==> src/rtl/dendrite_tm_if.sv <==
// rtl/dendrite_tm_if.sv - update handshake and compartment data bus for dendrite_tm
interface dendrite_tm_if #(
  parameter int WIDTH   = 16,
  parameter int NUM_SYN = 4
);
  logic                     step;
  logic                     busy;
  logic                     done;
  logic                     sat;
  logic [NUM_SYN*WIDTH-1:0] syn_current;
  logic [WIDTH-1:0]         upper_current;
  logic [WIDTH-1:0]         lower_vmem;
  logic [WIDTH-1:0]         vmem;
  logic [WIDTH-1:0]         lower_current;

  modport master (
    output step, syn_current, upper_current, lower_vmem,
    input  busy, done, sat, vmem, lower_current
  );

  modport slave (
    input  step, syn_current, upper_current, lower_vmem,
    output busy, done, sat, vmem, lower_current
  );
endinterface

==> src/rtl/dendrite_tm.sv <==
// rtl/dendrite_tm.sv - time-multiplexed saturating leaky dendrite compartment
module dendrite_tm #(
  parameter int WIDTH       = 16,
  parameter int NUM_SYN     = 4,
  parameter int SHIFT_DECAY = 15,
  parameter int SHIFT_LOWER = 16
) (
  input  logic             clk,
  input  logic             reset,
  input  logic             cfg_en,
  input  logic [WIDTH-1:0] cfg_din,
  output logic [WIDTH-1:0] cfg_dout,
  dendrite_tm_if.slave     bus
);
  localparam int ACC_W = WIDTH + $clog2(NUM_SYN) + 3;
  localparam int PW    = 2*WIDTH + 2;
  localparam int SW    = (ACC_W > PW) ? ACC_W : PW;
  localparam int IDX_W = (NUM_SYN > 1) ? $clog2(NUM_SYN) : 1;
  localparam logic signed [SW-1:0] SAT_MAX = {{(SW-WIDTH+1){1'b0}}, {(WIDTH-1){1'b1}}};
  localparam logic signed [SW-1:0] SAT_MIN = {{(SW-WIDTH+1){1'b1}}, {(WIDTH-1){1'b0}}};
  localparam logic [IDX_W-1:0]     IDX_LAST = IDX_W'(NUM_SYN-1);

  typedef enum logic [1:0] {IDLE, ACCUM, DECAY, COMMIT} state_t;
  state_t state, state_nx;

  logic [WIDTH-1:0]        e_l, tau_mem, g_int;
  logic signed [ACC_W-1:0] acc;
  logic [WIDTH-1:0]        lv;
  logic [IDX_W-1:0]        idx;
  logic [WIDTH-1:0]        vmem_q, lower_q;
  logic                    done_q, sat_q;

  logic signed [WIDTH-1:0] syn_sel;
  logic signed [WIDTH:0]   leak_diff, cpl_diff;
  logic signed [PW-1:0]    leak_prod, cpl_prod, leak_term, cpl_term;
  logic [WIDTH:0]          vmem_sat, lower_sat;

  // Returns {clamped, value} for a wide signed input.
  function automatic logic [WIDTH:0] sat_w(input logic signed [SW-1:0] x);
    if (x > SAT_MAX)      sat_w = {1'b1, SAT_MAX[WIDTH-1:0]};
    else if (x < SAT_MIN) sat_w = {1'b1, SAT_MIN[WIDTH-1:0]};
    else                  sat_w = {1'b0, x[WIDTH-1:0]};
  endfunction

  assign syn_sel   = bus.syn_current[idx*WIDTH +: WIDTH];

  // tau_mem and g_int are unsigned gains, hence the zero extension.
  assign leak_diff = $signed({e_l[WIDTH-1], e_l}) - $signed({vmem_q[WIDTH-1], vmem_q});
  assign leak_prod = PW'(leak_diff) * PW'($signed({1'b0, tau_mem}));
  assign leak_term = leak_prod >>> SHIFT_DECAY;

  assign cpl_diff  = $signed({vmem_q[WIDTH-1], vmem_q}) - $signed({lv[WIDTH-1], lv});
  assign cpl_prod  = PW'(cpl_diff) * PW'($signed({1'b0, g_int}));
  assign cpl_term  = cpl_prod >>> SHIFT_LOWER;

  assign vmem_sat  = sat_w(SW'(acc));
  assign lower_sat = sat_w(SW'(cpl_term));

  always_ff @(posedge clk or negedge reset) begin
    if (!reset) state <= IDLE;
    else        state <= state_nx;
  end

  always_comb begin
    state_nx = state;
    case (state)
      IDLE:    if (bus.step) state_nx = ACCUM;
      ACCUM:   if (idx == IDX_LAST) state_nx = DECAY;
      DECAY:   state_nx = COMMIT;
      COMMIT:  state_nx = IDLE;
      default: state_nx = IDLE;
    endcase
  end

  always_ff @(posedge clk or negedge reset) begin
    if (!reset) begin
      e_l      <= '0;
      tau_mem  <= '0;
      g_int    <= '0;
      cfg_dout <= '0;
      acc      <= '0;
      lv       <= '0;
      idx      <= '0;
      vmem_q   <= '0;
      lower_q  <= '0;
      done_q   <= 1'b0;
      sat_q    <= 1'b0;
    end else begin
      done_q <= 1'b0;
      // The chain freezes during an update so gains stay coherent.
      if (cfg_en && state == IDLE) begin
        e_l      <= cfg_din;
        tau_mem  <= e_l;
        g_int    <= tau_mem;
        cfg_dout <= g_int;
      end
      case (state)
        IDLE: begin
          if (bus.step) begin
            acc <= ACC_W'($signed(vmem_q)) + ACC_W'($signed(bus.upper_current));
            lv  <= bus.lower_vmem;
            idx <= '0;
          end
        end
        ACCUM: begin
          acc <= acc + ACC_W'(syn_sel);
          idx <= idx + IDX_W'(1);
        end
        DECAY: acc <= ACC_W'(SW'(acc) + SW'(leak_term));
        COMMIT: begin
          vmem_q  <= vmem_sat[WIDTH-1:0];
          lower_q <= lower_sat[WIDTH-1:0];
          sat_q   <= vmem_sat[WIDTH] | lower_sat[WIDTH];
          done_q  <= 1'b1;
        end
        default: ;
      endcase
    end
  end

  assign bus.busy          = (state != IDLE);
  assign bus.done          = done_q;
  assign bus.sat           = sat_q;
  assign bus.vmem          = vmem_q;
  assign bus.lower_current = lower_q;
endmodule

==> src/flat_wrapper.sv <==
// flat-port wrapper written by rule: the top's interface ports become plain ports
module dendrite_tm_flat 
#(
  parameter int WIDTH       = 16,
  parameter int NUM_SYN     = 4,
  parameter int SHIFT_DECAY = 15,
  parameter int SHIFT_LOWER = 16
)
  (clk, reset, cfg_en, cfg_din, cfg_dout, bus_step, bus_syn_current, bus_upper_current, bus_lower_vmem, bus_busy, bus_done, bus_sat, bus_vmem, bus_lower_current);
  dendrite_tm_if #(.WIDTH(WIDTH), .NUM_SYN(NUM_SYN)) bus_i ();
  input  logic clk;
  input  logic reset;
  input  logic cfg_en;
  input  logic [WIDTH-1:0] cfg_din;
  output logic [WIDTH-1:0] cfg_dout;
  input wire logic [$bits(bus_i.step)-1:0] bus_step;
  input wire logic [$bits(bus_i.syn_current)-1:0] bus_syn_current;
  input wire logic [$bits(bus_i.upper_current)-1:0] bus_upper_current;
  input wire logic [$bits(bus_i.lower_vmem)-1:0] bus_lower_vmem;
  output wire logic [$bits(bus_i.busy)-1:0] bus_busy;
  output wire logic [$bits(bus_i.done)-1:0] bus_done;
  output wire logic [$bits(bus_i.sat)-1:0] bus_sat;
  output wire logic [$bits(bus_i.vmem)-1:0] bus_vmem;
  output wire logic [$bits(bus_i.lower_current)-1:0] bus_lower_current;
  assign bus_i.step = bus_step;
  assign bus_i.syn_current = bus_syn_current;
  assign bus_i.upper_current = bus_upper_current;
  assign bus_i.lower_vmem = bus_lower_vmem;
  assign bus_busy = bus_i.busy;
  assign bus_done = bus_i.done;
  assign bus_sat = bus_i.sat;
  assign bus_vmem = bus_i.vmem;
  assign bus_lower_current = bus_i.lower_current;
  dendrite_tm #(.WIDTH(WIDTH), .NUM_SYN(NUM_SYN), .SHIFT_DECAY(SHIFT_DECAY), .SHIFT_LOWER(SHIFT_LOWER)) u_core (.clk(clk), .reset(reset), .cfg_en(cfg_en), .cfg_din(cfg_din), .cfg_dout(cfg_dout), .bus(bus_i));
endmodule
==> config.mk <==
export PLATFORM = sky130hd
export DESIGN_NAME = dendrite_tm_flat
export DESIGN_NICKNAME = d
export VERILOG_FILES = /design/src/rtl/dendrite_tm_if.sv /design/src/rtl/dendrite_tm.sv /design/src/flat_wrapper.sv
export SDC_FILE = /design/constraint.sdc
export NUM_CORES = 2
export LEC_CHECK = 0
export ABC_CLOCK_PERIOD_IN_PS = 12630
export CAP_MARGIN = 0
export CORE_MARGIN = 1.5
export CORE_UTILIZATION = 64
export CTS_CLUSTER_DIAMETER = 150
export DETAILED_ROUTE_END_ITERATION = 6
export GPL_ROUTABILITY_DRIVEN = 0
export GPL_TIMING_DRIVEN = 0
export PLACE_DENSITY = 0.88
export SLEW_MARGIN = 20
export SYNTH_ARGS = -nofsm -noshare
export SYNTH_HDL_FRONTEND = slang
export SYNTH_SLANG_ARGS = --single-unit
==> constraint.sdc <==
create_clock -name clk -period 12.63 [get_ports clk]
set_clock_uncertainty 0.05 [all_clocks]
set_input_delay 2.526 -clock clk [delete_from_list [all_inputs] [get_ports clk]]
set_output_delay 2.526 -clock clk [all_outputs]
set_load 0.02 [all_outputs]
After elaboration in Yosys (flattened, before gate mapping) --
Index checks and enable logic that the tools add are counted.
Word-level totals: bits of input ports 116, word-level logic and storage cells 53, register bits after elaboration 139, memories 0, bits in writable memories 0, bits in latches 0, output and inout port bits 51, ROM bits 0
Operators by class: multipliers 2, mux-type cells 12, equality and inequality tests 6, div/mod/pow operators 0, order comparisons 4, bitwise gates (word level) 1, shift-type cells 1, reduce and logical (&&, ||, !) cells 9, add/sub/neg operators 6
Operators by type and width (number):
- $mul 17x17->34 | 2
- $mux 17 | 4
- $shiftx 64x7->16 | 1
- $pmux 21 s3 | 1
- $sub 16x16->17 | 2
- $add 21x16->21 | 1
- $add 21x19->21 | 1
- $gt 21x16->1 const B | 1
- $lt 21x16->1 const B | 1
- $mux 21 | 1
- $gt 18x16->1 const B | 1
- $lt 18x16->1 const B | 1
- $add 16x16->17 | 1
- $pmux 2 s4 | 1
- $reduce_and 2->1 | 4
- $eq 2x2->1 const B | 3
- $mux 2 | 3
- $pmux 2 s2 | 1
- $reduce_bool 2->1 | 2
- $reduce_bool 3->1 | 1
- $add 2x1->2 const B | 1
- $eq 2x1->1 const B | 1
- $logic_not 2->1 | 1
- $ne 2x1->1 const B | 1
- other kinds (4) | 4

Depth between registers and ports, before layout --
word-level depth 6, gate-level depth with buffers 47, gate-level depth less buffers 46

Worst setup path after synthesis --
Ideal clock, no wire load.
path kind flip-flop to flip-flop, start reg u_core.vmem_q[2] (netlist: u_core.bus.vmem[2]), end reg u_core.acc[20], library setup time 90 ps, slack 2258 ps, buffers on the path 2, data required time 12490 ps, cell stages (with the launch flop) 43, arrival 10232 ps, clock period less this slack 10372 ps, cells stage by stage dfrtp_1 -> inv_1 -> ha_1 -> nor2b_1 -> o21ai_0 -> a21boi_0 -> o21ai_0 -> a21boi_0 -> o21ai_1 -> a21oi_1 -> a2111o_1 -> nand3_1 -> clkbuf_1 -> a32oi_1 -> fa_1 -> inv_1 -> fa_1 -> clkbuf_1 -> [... 7 more ...] -> ha_1 -> and2_1 -> or2_0 -> a221o_1 -> or2_2 -> a41o_1 -> a21oi_1 -> o21bai_1 -> xor2_1 -> a21o_1 -> ha_1 -> and2_1 -> nor3_1 -> nor2_1 -> a41oi_1 -> or4_1 -> a2111o_1 -> o221ai_1
On the way: word-level cells in the longest chain between the ends 4, elaborated cells on any way between the ends 6, those cells by class add/sub (3); mul (1); mux (2)
Ends and longest elaborated chain:
- start: declaration | line dendrite_tm.sv:30 | logic [WIDTH-1:0] vmem_q, lower_q;
- start signal: assignment | line dendrite_tm.sv:111 | vmem_q <= vmem_sat[WIDTH-1:0];
- $sub 16x16->17 | line dendrite_tm.sv:48 | assign leak_diff = $signed({e_l[WIDTH-1], e_l}) - $signed({vmem_q[WIDTH-1], vmem_q});
- $mul 17x17->34 | line dendrite_tm.sv:49 | assign leak_prod = PW'(leak_diff) * PW'($signed({1'b0, tau_mem}));
- $add 21x19->21 | line dendrite_tm.sv:109 | DECAY: acc <= ACC_W'(SW'(acc) + SW'(leak_term));
- $pmux 21 s3 (*) | line dendrite_tm.sv:97 | case (state)
- end signal: assignment | line dendrite_tm.sv:100 | acc <= ACC_W'($signed(vmem_q)) + ACC_W'($signed(bus.upper_current));
- end signal: assignment | line dendrite_tm.sv:106 | acc <= acc + ACC_W'(syn_sel);
- end signal: assignment | line dendrite_tm.sv:109
- end: declaration | line dendrite_tm.sv:27 | logic signed [ACC_W-1:0] acc;
Mark *: on every way between the ends. The rest lies on a longest branch, timed or not. The select of a mux whose other input is x is not followed. A chain may end at the register's enable or synchronous reset.

Final worst setup path --
start reg u_core.vmem_q[0] (netlist: u_core.bus.vmem[0]), end reg u_core.acc[20]
The elaborated chain is that of the path after synthesis.

==> impl_metrics.csv <==
group,metric,value,unit
clocking,cts_root_buf,"clkbuf_16",
sta,tightest_slew,1.21,ns
clocking,clk_pin_slew_worst_paths,0.08,ns
worst_setup_path,critical_path_class,"reg2reg",
run,max_cap_violations,0,
logic_synthesis,netlist_instances,3504,
floorplan,die_y,224,µm
logic_synthesis,synth_top_area_frac,0.351,
logic_synthesis,yosysTopAreaCell,"fa_1",
floorplan,fp-row-count,80,
sta,relSlewSlack,0.187,
worst_setup_path,cp.required,12.98,ns
worst_setup_path,critPathCaptureType,"register",
logic_synthesis,ys_ff_latch,139,
floorplan,dieArea,0.0504,mm²
logic_synthesis,ys_warn_count,0,
clocking,cts.path.max_buffers,2,
worst_setup_path,crit_top_cell,"fa_1",
grt,grt_max_degree,98,
clocking,cts.sinks,139,
detailed_routing,post_drt_wl_per_cell,21.3,µm
final_layout,synthToLayoutAreaGrowth,10.2,%
clocking,worstSkewPairLatency,0.48,ns
detailed_routing,drt_pass1_iterations,6,
placement,io_buffer_count,166,
clocking,htree_levels,4,
detailed_routing,drtAntennaViolNets,0,
sta,holdWs,0.458,ns
logic_synthesis,yosys-top-cells-count,"inv_1, fa_1, nand2_1",
worst_setup_path,critPathLaunchType,"register",
final_layout,drive_gt1_frac,0.0445,
clocking,cts_buffers,17,
grt,grt_use_total,0.381,
logic_synthesis,synth_nets,4418,
final_layout,nets,4609,
final_layout,final_area,0.0346,mm²
logic_synthesis,async_flop_share,1.00,
sta,final-hold-violation-count,0,
clocking,holdBufCountCts,0,
clocking,cts_tree,"built",
grt,grt_pass1_wl,148000,µm
sta,fmax,81.5,MHz
logic_synthesis,ys.flop_type,"dfrtp_1",
status,outcome,"finished, final reports clean",
worst_setup_path,path_buf_inv,8,
final_layout,instances_no_fill,4324,
floorplan,die_x,224,µm
grt,grt_pass1_vias,28411,
logic_synthesis,synth_cell_types,79,
sta,setup_slack,0.360,ns
sta,setup-violations-final,0,
worst_setup_path,crit_slowest_cell,"xor2_1",
grt,grt.overflow.total,0,
worst_setup_path,reg2reg_slack,0.36,ns
floorplan,initial_core_util,0.653,
final_layout,fillerInstances,3410,
logic_synthesis,synthesis.area,0.0314,mm²
floorplan,ioPinCount,167,
min_path,hold_class,"reg2reg",
detailed_routing,vias,26734,
placement,placedCellCount,4288,
worst_setup_path,arrival,12.62,ns
logic_synthesis,syn_area_per_cell,8.96,µm²
placement,place_area,0.0339,mm²
detailed_routing,wirelength,91900,µm
worst_setup_path,max_stage_delay,0.57,ns
worst_setup_path,cpLargestDelayFamily,"compound AO/OA/AOI/OAI gates",
logic_synthesis,synth_seq_area_share,0.111,
logic_synthesis,synth_edf_count,0,
detailed_routing,route.detailed.drc,0,
sta,finalCriticalPeriod,12.27,ns
placement,dpl_worst_slack,-0.224,ns
worst_setup_path,critPathMaxFanout,10,
detailed_routing,via_per_inst,6.18,
detailed_routing,drtIter0Drc,2600,
placement,dp_hpwl,75200,µm
sta,post-route-period-util,0.971,
logic_synthesis,synth_area_leaders,"fa_1, dfrtp_1, ha_1",
sta,drv_slew,0,
grt,antenna_found_initial,2,
logic_synthesis,synthMostInstantiatedCell,"inv_1",
floorplan,core,0.0480,mm²
-- through the flow --
| step | utilization | setup TNS, ns |
|---|---|---|
| floorplan | - | 0 |
| global placement | 0.704 | 0 |
| detailed placement | 0.705 | -0.759 |
| CTS | 0.718 | 0 |
| global route | 0.720 | -0.0560 |
| finish | 0.720 | 0 |
-- area by class of cell --
type / count / area, µm² / area share
Antenna cell: 1 / 2.50 / 0.0000723
Buffer: 192 / 744 / 0.0215
Clock buffer: 17 / 425 / 0.0123
Clock inverter: 15 / 189 / 0.00546
Inverter: 765 / 2870 / 0.0830
Multi-Input combinational cell: 2408 / 24400 / 0.705
Sequential cell: 139 / 3480 / 0.101
Tap cell: 615 / 769 / 0.0222
Timing Repair Buffer: 172 / 1730 / 0.0500
-- registers in the layout, summed over array words and instances, names as in the netlist --
signal,flops
u_core.bus.vmem,16
u_core.bus.sat,1
u_core.cfg_dout,16
u_core.lv,16
u_core.bus.done,1
u_core.e_l,16
u_core.state,2
u_core.bus.lower_current,16
u_core.g_int,16
u_core.acc,21
u_core.idx,2
u_core.tau_mem,16
-- what timing repair did --
item | 4_1_cts | 5_1_grt
gates resized for setup | 6 | 18
endpoints found under the setup margin | 5 | 10
endpoints found under the hold margin | 0 | 0
setup buffers | 0 | 3
pin swaps | 0 | 2
-- worst paths after layout --
check | startpoint | endpoint | depth (start not counted)
max | u_core.bus.vmem[0] | u_core.acc[20] | 45
min | u_core.e_l[0] | u_core.e_l[0] | 1
max reg2reg | u_core.bus.vmem[0] | u_core.acc[20] | 45
min reg2reg | u_core.e_l[0] | u_core.e_l[0] | 1
max in group asynchronous | reset | u_core.tau_mem[0] | 2
min in group asynchronous | reset | u_core.lv[7] | 1
-- per-layer routing --
metal  routed length, µm  vias up  GRT usage
met5                  11        -          0
li1                    -    11553          -
met2               43300     1688      0.628
met3               10200      458      0.105
met1               31000    13033      0.435
met4                7330        2      0.258
-- layout by cell type, fill, tap and decap left out, types with 10 or more instances in the layout --
master           Yosys  layout
o21ai_0            105      99
or3_1               18      18
o21ai_1              7      13
and3_1              71      71
a21oi_1             78      77
fa_1               551     551
and2_1             146     146
o31ai_1             26      26
nor3b_1             13      12
a32oi_1             14      14
o211ai_1            14      14
ha_1               247     247
buf_1               12      12
xnor2_1             62      60
a32o_1              10      10
nand2b_1            49      49
o31a_1              17      17
mux4_2              16      16
o22ai_1             17      17
or2_2               10      10
a21o_1              27      27
a211oi_1            37      35
nand2_1            315     315
clkbuf_1           176     173
clkbuf_16            0      17
xor2_1              22      20
nor2b_1             57      57
o311ai_0            23      22
a31oi_1             32      32
nand3_1             85      85
a221o_1             14      14
o21a_1              16      16
nor2_1              92      92
nor3_1              32      31
mux2_2              73      73
clkdlybuf4s50_1      0     165
inv_1              764     764
dfrtp_1            139     138
-- worst register-to-register path: cells and delay by family (launching register included) --
kind,cells,cell delay (ns)
AOI/OAI and AO/OA,21,4.56
xor gates and xnor gates,2,0.88
DFF,1,0.53
buffers and inverters,8,0.96
adders and majority gates,10,4.36
and+or+nand+nor,4,0.86
-- cells by family after synthesis --
kind of cell,Yosys count,share of synthesized area
compound gates,517,0.114
xor+xnor,84,0.0234
fa+ha+maj,803,0.451
buf+inv,957,0.115
flops,139,0.111
mux,93,0.0389
simple gates,911,0.146
Power is not shown: default switching activity piles up to over one toggle a cycle in this logic, so the estimate is an artifact.
